[config.mk]
export PLATFORM = sky130hd
export DESIGN_NAME = ps2_scancode_ctrl
export DESIGN_NICKNAME = d
export VERILOG_FILES = /design/src/rtl/ps2_scancode_ctrl.sv
export SDC_FILE = /design/constraint.sdc
export NUM_CORES = 1
export LEC_CHECK = 0
export ABC_AREA = 1
export CELL_PAD_IN_SITES_DETAIL_PLACEMENT = 1
export CELL_PAD_IN_SITES_GLOBAL_PLACEMENT = 1
export CORE_AREA = 2 2 94 96
export CTS_CLUSTER_SIZE = 28
export DETAILED_ROUTE_END_ITERATION = 10
export DIE_AREA = 0 0 96 98
export HOLD_SLACK_MARGIN = 0.03
export MAX_ROUTING_LAYER = met4
export PLACE_DENSITY_LB_ADDON = 0.1
export SLEW_MARGIN = 10
export SYNTH_ARGS = -nofsm -noshare
export SYNTH_HDL_FRONTEND = slang
export SYNTH_SLANG_ARGS = --single-unit
[constraint.sdc]
create_clock -name clk -period 2 [get_ports clk]
set_clock_uncertainty 0.05 [all_clocks]
set_input_delay 0.6 -clock clk [delete_from_list [all_inputs] [get_ports clk]]
set_output_delay 0.6 -clock clk [all_outputs]
set_load 0.02 [all_outputs]
[src/rtl/ps2_scancode_ctrl.sv]
// ps2_scancode_ctrl: folds PS/2 Set-2 E0/F0 prefixes into key events buffered in a FWFT FIFO; optional typematic filter via PS2_REPEAT_FILTER_EN
module ps2_scancode_ctrl #(
    parameter int FIFO_DEPTH     = 4,
    parameter int TIMEOUT_CYCLES = 65500,
    parameter int TO_W           = 16
) (
    input  logic       clk,
    input  logic       rst,
    input  logic       rx_valid,
    input  logic [7:0] rx_data,
    input  logic       rx_err,
    output logic       evt_valid,
    input  logic       evt_ready,
    output logic [7:0] evt_code,
    output logic       evt_ext,
    output logic       evt_brk,
    output logic       err_pulse,
    output logic       to_pulse,
    output logic       overflow,
    input  logic       ovf_clr
);
    localparam int AW = $clog2(FIFO_DEPTH);
    localparam logic [TO_W-1:0] TO_LAST = TO_W'(TIMEOUT_CYCLES - 1);
    localparam logic [AW:0] FULL_CNT = (AW+1)'(FIFO_DEPTH);

    typedef enum logic [1:0] {IDLE, EXT, BRK} state_t;

    state_t          state, state_d;
    logic            ext_q, ext_d, brk_q, brk_d;
    logic            err_d, to_d, push_req, push, pop, drop, wr, full, bad, timeout;
    logic [TO_W-1:0] to_cnt;
    logic [9:0]      ev;
    logic [9:0]      mem [FIFO_DEPTH];
    logic [AW-1:0]   wr_ptr, rd_ptr;
    logic [AW:0]     count;

    assign bad     = rx_err || rx_data == 8'h00 || rx_data == 8'hFF;
    assign timeout = state != IDLE && !rx_valid && to_cnt == TO_LAST;
    assign ev      = {ext_q, brk_q, rx_data};

    // prefix parser: decide next state, flags, push and pulse requests
    always_comb begin
        state_d  = state;
        ext_d    = ext_q;
        brk_d    = brk_q;
        push_req = 1'b0;
        err_d    = 1'b0;
        to_d     = 1'b0;
        if (rx_valid && bad) begin
            err_d   = 1'b1;
            ext_d   = 1'b0;
            brk_d   = 1'b0;
            state_d = IDLE;
        end else if (rx_valid) begin
            case (state)
                IDLE: begin
                    if (rx_data == 8'hE0) begin
                        state_d = EXT;
                        ext_d   = 1'b1;
                    end else if (rx_data == 8'hF0) begin
                        state_d = BRK;
                        brk_d   = 1'b1;
                    end else begin
                        push_req = 1'b1;
                    end
                end
                EXT: begin
                    if (rx_data == 8'hF0) begin
                        state_d = BRK;
                        brk_d   = 1'b1;
                    end else if (rx_data != 8'hE0) begin
                        push_req = 1'b1;
                        state_d  = IDLE;
                        ext_d    = 1'b0;
                    end
                end
                BRK: begin
                    err_d    = rx_data == 8'hE0 || rx_data == 8'hF0;
                    push_req = !err_d;
                    state_d  = IDLE;
                    ext_d    = 1'b0;
                    brk_d    = 1'b0;
                end
                default: state_d = IDLE;
            endcase
        end else if (timeout) begin
            to_d    = 1'b1;
            state_d = IDLE;
            ext_d   = 1'b0;
            brk_d   = 1'b0;
        end
    end

    // parser state, flags, prefix age and status pulses
    always_ff @(posedge clk or posedge rst) begin
        if (rst) begin
            state     <= IDLE;
            ext_q     <= 1'b0;
            brk_q     <= 1'b0;
            to_cnt    <= '0;
            err_pulse <= 1'b0;
            to_pulse  <= 1'b0;
            overflow  <= 1'b0;
        end else begin
            state     <= state_d;
            ext_q     <= ext_d;
            brk_q     <= brk_d;
            to_cnt    <= (rx_valid || state == IDLE) ? '0 : to_cnt + TO_W'(1);
            err_pulse <= err_d;
            to_pulse  <= to_d;
            overflow  <= ovf_clr ? 1'b0 : overflow | drop;
        end
    end

`ifdef PS2_REPEAT_FILTER_EN
    logic [8:0] last_key;
    logic       last_v, hit;

    assign hit  = last_v && last_key == {ext_q, rx_data};
    assign push = push_req && !(hit && !brk_q);

    // remember the last make so held-key repeats are swallowed until its break
    always_ff @(posedge clk or posedge rst) begin
        if (rst) begin
            last_v   <= 1'b0;
            last_key <= '0;
        end else if (push_req && !brk_q) begin
            last_v   <= 1'b1;
            last_key <= {ext_q, rx_data};
        end else if (push_req && hit) begin
            last_v <= 1'b0;
        end
    end
`else
    assign push = push_req;
`endif

    assign evt_valid = count != '0;
    assign full      = count == FULL_CNT;
    assign pop       = evt_ready && evt_valid;
    assign drop      = push && full && !pop;
    assign wr        = push && !drop;
    assign {evt_ext, evt_brk, evt_code} = evt_valid ? mem[rd_ptr] : 10'd0;

    // event storage; contents are only visible while count says they are valid
    always_ff @(posedge clk) begin
        if (wr) mem[wr_ptr] <= ev;
    end

    // FIFO pointers wrap naturally since depth is a power of two
    always_ff @(posedge clk or posedge rst) begin
        if (rst) begin
            wr_ptr <= '0;
            rd_ptr <= '0;
            count  <= '0;
        end else begin
            wr_ptr <= wr ? wr_ptr + AW'(1) : wr_ptr;
            rd_ptr <= pop ? rd_ptr + AW'(1) : rd_ptr;
            count  <= count + {{AW{1'b0}}, wr} - {{AW{1'b0}}, pop};
        end
    end
endmodule

# After elaboration in Yosys (flattened, before gate mapping)
# Memory sizes are Yosys's and may differ from the RTL's.
# Index checks and enable logic that the tools add are counted.
# W data, S select, Z words.
[word_totals] regBits=30 ram_bits=40 in_bits=14 output_inout_bits=14 n_memories=1
[op_classes] addsub=5 n_eq_ne=15 n_mux=38 bitwise=1 reduce_logical=23
[memory_table] memory="mem" words=4 width=10 rd=1 rd_clocked_by_memory_dff=0 write_ports=1 line_no="33" source="logic [9:0] mem [FIFO_DEPTH];"
[op_table] cell="$mux W1" count=25
[op_table] cell="$eq A8 B8 Y1 const B" count=3
[op_table] cell="$add A16 B1 Y16 const B" count=1
[op_table] cell="$eq A16 B16 Y1 const B" count=1
[op_table] cell="$mux W16" count=1
[op_table] cell="$ne A4 B4 Y1 const B" count=4
[op_table] cell="$mux W2" count=7
[op_table] cell="$mux W10" count=1
[op_table] cell="$ne A5 B5 Y1 const B" count=2
[op_table] cell="$pmux W1 S3" count=3
[op_table] cell="$logic_not A8 Y1" count=1
[op_table] cell="$ne A8 B8 Y1 const B" count=1
[op_table] cell="$logic_and A1 B1 Y1" count=7
[op_table] cell="$reduce_and A3 Y1" count=2
[op_table] cell="$reduce_bool A3 Y1" count=2
[op_table] cell="$ne A5 B1 Y1 const B" count=1
[op_table] cell="$reduce_and A5 Y1" count=1
[op_table] cell="$add A2 B1 Y2 const B" count=2
[op_table] cell="$logic_not A1 Y1" count=4
[op_table] cell="$logic_or A1 B1 Y1" count=4
[op_table] cell="$pmux W2 S2" count=1
[op_table] cell="$add A3 B1 Y3" count=1
[op_table] cell="$eq A3 B3 Y1 const B" count=1
[op_table] cell="$sub A3 B1 Y3" count=1
[op_table] cell="other kinds (5)" count=5

# Longest topological paths before layout
# Gate-level depths: netlist of run 1.
[depth] ltp_word=12 mapped_depth=12 ltp_nobuf=12

# Worst setup path after synthesis of run 1
# No wires, ideal clock.
[synth_timing] path_type="in2reg" from="input rx_data[3]" to="register count[2]" setup_time_ns=0.129 arrival_time_ns=1.922 slack_ns=-0.101 cell_stages=9 n_path_buf=0 cell_sequence="nor2_1 > nand2_1 > nor2_1 > nor2_4 > nand2_4 > nor3_4 > ha_1 > fa_1 > xor2_1"
[synth_between] elab_chain_len=12 elab_cells_between_ends=23 classes_between="add/sub (2); eq/ne (4); mux (7); reduce/logical (10)"
[synth_rtl] element="start, declared" line_no="10" source="input logic [7:0] rx_data,"
[synth_rtl] element="$ne A8 B8 Y1, or another cell as far along" line_no="71" source="end else if (rx_data != 8'hE0) begin"
[synth_rtl] element="$mux W1, or another cell as far along" line_no="71"
[synth_rtl] element="$mux W1, or another cell as far along" line_no="68" source="if (rx_data == 8'hF0) begin"
[synth_rtl] element="$pmux W1 S3" line_no="55" source="case (state)"
[synth_rtl] element="$mux W1" line_no="54" source="end else if (rx_valid) begin"
[synth_rtl] element="$mux W1 *" line_no="49" source="if (rx_valid && bad) begin"
[synth_rtl] element="$logic_and A1 B1 Y1 (2 in series)" line_no="141" source="assign drop = push && full && !pop;"
[synth_rtl] element="$logic_not A1 Y1" line_no="142" source="assign wr = push && !drop;"
[synth_rtl] element="$logic_and A1 B1 Y1 *" line_no="142"
[synth_rtl] element="named net wr" line_no="30" source="logic err_d, to_d, push_req, push, pop, drop, wr, full, bad, timeout;"
[synth_rtl] element="$add A3 B1 Y3 *" line_no="159" source="count <= count + {{AW{1'b0}}, wr} - {{AW{1'b0}}, pop};"
[synth_rtl] element="$sub A3 B1 Y3 *" line_no="159"
[synth_rtl] element="end signal, assigned" line_no="159"
[synth_rtl] element="end, declared" line_no="35" source="logic [AW:0] count;"
# Mark *: on every way through the listed nets, which the timed path passes. The rest lies on a longest branch.
# A chain may end at the register's enable or synchronous reset.

# Worst setup path after layout of run 1
[layout_timing] from="register rd_ptr[0]" to="output evt_code[0]"
[layout_between] elab_chain_len=2
[layout_rtl] element="start, declared" line_no="34" source="logic [AW-1:0] wr_ptr, rd_ptr;"
[layout_rtl] element="start signal, assigned" line_no="158" source="rd_ptr <= pop ? rd_ptr + AW'(1) : rd_ptr;"
[layout_rtl] element="$mem_v2 Z4 W10"
[layout_rtl] element="$mux W10" line_no="143" source="assign {evt_ext, evt_brk, evt_code} = evt_valid ? mem[rd_ptr] : 10'd0;"
[layout_rtl] element="end, declared" line_no="14" source="output logic [7:0] evt_code,"
# Every way passes these cells.

==> flow_metrics.py, run 1 <==
metrics = {
    "yosys": {
        "synthArstFlopShare_pct": 42.9,
        "synth_ff_type": "edfxtp_1",
        "synth_area_leaders": "edfxtp_1 (36%), dfrtp_1 (22%), nor2_1 (7.4%), nand2_1 (5.3%), inv_1 (4.1%)",
        "syn-instance-count": 349,
        "synth_top_area_share_pct": 35.5,
        "yosys_warnings": 0,
        "synth_edf_count": 40,
        "syn_nets": 375,
        "synth_cell_type_count": 31,
        "syn_area_per_cell_sq_um": 9.69,
        "ys_top_cells_by_count": "nor2_1 (67), nand2_1 (48), edfxtp_1 (40), inv_1 (37), dfrtp_1 (30)",
        "ys_ff_latch": 70,
        "yosys.area.top_type": "edfxtp_1",
        "yosysMostFrequentCell": "nor2_1",
        "syn_area_sq_um": 3380,
        "ys_seq_area_share_pct": 57.7,
    },
    "timing": {
        "fmax_mhz": 447,
        "timing.final.ws_setup_ps": -237,
        "hold_viol_final": 0,
        "tightest_slew_ps": 396,
        "rsz0062_at_grt": "yes",
        "maxSlewViolCount": 0,
        "relSlewSlack_pct": 73.6,
        "post-route-period-util_pct": 112,
        "setup_viol": 13,
        "fin_crit_ps": 2240,
    },
    "setup_path": {
        "crit_family": "flip-flops",
        "cp_max_fo": 20,
        "cpPeakStageDelay_ps": 430,
        "path_buf_inv": 3,
        "end_kind": "output pin",
        "critPathKind": "reg -> out",
        "cp_slowest_cell": "dfrtp_1",
        "cp-start-kind": "flip-flop",
        "critPathRequiredTime_ps": 1350,
        "arrival_ps": 1590,
        "cp_cell_sequence": "inv_1 -> buf_12 -> o21ai_0 -> a21oi_2 -> buf_6",
    },
    "floorplanning": {
        "io_pins": 28,
        "start_util_pct": 39.9,
        "die-area_sq_um": 9410,
        "core_area_sq_um": 8470,
        "die_y_microns": 98,
        "die_w_microns": 96,
        "num_rows": 34,
    },
    "final_layout": {
        "register_area_sq_um": 1950,
        "drive_above_1_share_pct": 36.1,
        "utilization_pct": 56.3,
        "n_fill_cell": 934,
        "multiInputGateArea_sq_um": 1490,
        "antennaDiodeCount": 0,
        "areaGrowthSynthToFinish_pct": 40.9,
        "final_net_count": 461,
    },
    "status": {
        "failed_checks": "setup timing",
        "status": "finished, violations left",
    },
    "placement": {
        "gp_congestion": 0.797,
        "port_buffers": 27,
        "post-dp-hpwl_mm": 5.89,
    },
    "detailed_routing": {
        "drt-initial-drc-count": 67,
        "dr.pass1.iters": 4,
        "drtAntennaViolNets": 0,
        "vias_per_cell": 4.89,
        "wire_per_inst_microns": 16.1,
        "vias": 2678,
        "wirelength_mm": 8.83,
        "drc_errors": 0,
    },
    "pwr": {
        "p_total_mw": 5.65,
        "p_leak_nw": 2.09,
        "peakVddDrop_mv": 0.449,
        "p_per_area_nw_per_um2": 1190,
    },
    "hold_path": {
        "hold_path.class": "reg -> reg",
    },
    "clock_tree": {
        "path_clk_slew_ps": 80,
        "cts_tree": "yes",
        "cts_made_buffers": 9,
        "clockBufferDepth": 2,
        "htree_num_levels": 3,
        "clock-sinks": 70,
        "clock-root-buffer": "clkbuf_8",
        "clk-insertion-delay-late_ps": 340,
    },
    "global_route": {
        "overflow": 0,
        "gr-usage-all-layers_pct": 20.2,
        "grt_max_degree": 31,
        "grt_first_pass_wirelength_mm": 14.1,
        "antenna_found_initial": 0,
        "grtUsageMet2_pct": 34.9,
        "grt_busiest_layer": "met2",
        "grt_util_met1_pct": 24.1,
        "first_global_vias": 2791,
        "grt_use_met3_pct": 3.24,
    },
    "run": {
        "drv_cap": 0,
    },
}
-- final cells by class --
cell class	instances	share of cell area, %
clock inverter	7	2.57
clock buffer	9	2.60
timing repair buffer	82	16.1
tap	108	2.84
sequential	70	41.0
inverter	41	3.52
multi-input combinational	231	31.4
-- path summary, 6_finish.rpt --
check	start	endpoint	slack (ps)	cells after the start
max	rd_ptr[0]	evt_code[0]	-240	5
min	to_cnt[15]	to_cnt[15]	420	1
max reg2reg	state[0]	count[2]	-70	9
min reg2reg	to_cnt[15]	to_cnt[15]	420	1
max in group asynchronous	rst	state[0]	990	3
min in group asynchronous	rst	rd_ptr[0]	590	3
-- power breakdown --
part           switching (mW)  internal [mW]
registers              0.0967           1.69
clock network           0.572          0.832
logic                    1.35           1.12
total                    2.01           3.64
-- metrics by stage --
step	hold WS (ps)	setup TNS [ps]	cell area, sq um	cells	setup WS [ps]
floorplan	388	-1330	3400	349	-32.5
global placement	409	-29730	4150	517	-680
detailed placement	416	-33500	4150	517	-724
CTS	426	-2640	4520	541	-264
global route	448	-3560	4760	548	-374
finish	423	-2190	4760	548	-237
-- worst register-to-register path, delay by kind of cell (launching register included) --
kind,cells,cell delay [ps]
xor gates and xnor gates,1,170
adders and majority gates,3,690
buffers and inverters,1,150
DFF,1,440
and+or+nand+nor,4,460
-- sequential cells by signal, indices dropped and copies added, names as in the netlist --
| name | flops |
|---|---|
| to_pulse | 1 |
| to_cnt | 16 |
| mem | 40 |
| rd_ptr | 2 |
| brk_q | 1 |
| overflow | 1 |
| count | 3 |
| err_pulse | 1 |
| wr_ptr | 2 |
| state | 2 |
| ext_q | 1 |
-- cell usage in the layout, fill, tap and decap left out, types with 9 or more instances in the layout --
master     n
dfrtp_1   28
buf_4     51
nand2_1   45
a21oi_1   19
nor2_1    54
buf_12     9
clkbuf_8   9
inv_1     31
nor2_4    18
edfxtp_1  40
o21ai_0   17
-- kinds of logic (layout without fill, tap and decap cells) --
logic type | after synthesis | count (layout) | share of synthesized area [%]
adders and majority gates | 12 | 12 | 4.66
AOI/OAI and AO/OA | 61 | 61 | 9.62
buffers and inverters | 48 | 139 | 5.40
DFF | 70 | 70 | 57.7
xor gates and xnor gates | 4 | 4 | 1.04
and+or+nand+nor | 154 | 154 | 21.5
-- per-layer routing --
metal  wire (microns)  vias to the layer above
li1                 -                     1316
met1             3720                     1317
met2             4820                       32
met3              174                       13
met4              116                        0
met5                0                        -
-- what timing repair did --
| action | in CTS | in global routing |
|---|---|---|
| pin swaps | 11 | 25 |
| gates resized for setup | 98 | 72 |
| setup buffers | 8 | 8 |
| hold endpoints to repair | 0 | 0 |
| hold buffers | 0 | 0 |
| setup endpoints to repair | 56 | 56 |
| gates cloned | 0 | 0 |
Note: power is estimated with default switching activity, not from simulation.
==> inputs of run 2 (changes only) <==
--- a/config.mk
+++ b/config.mk
@@ -9,7 +9,7 @@
 export CELL_PAD_IN_SITES_DETAIL_PLACEMENT = 1
 export CELL_PAD_IN_SITES_GLOBAL_PLACEMENT = 1
 export CORE_AREA = 2 2 94 96
-export CTS_CLUSTER_SIZE = 28
+export CTS_CLUSTER_SIZE = 40
 export DETAILED_ROUTE_END_ITERATION = 10
 export DIE_AREA = 0 0 96 98
 export HOLD_SLACK_MARGIN = 0.03
==> results of run 2 <==
The final DEF is identical to that of run 1; final timing and power are the same.
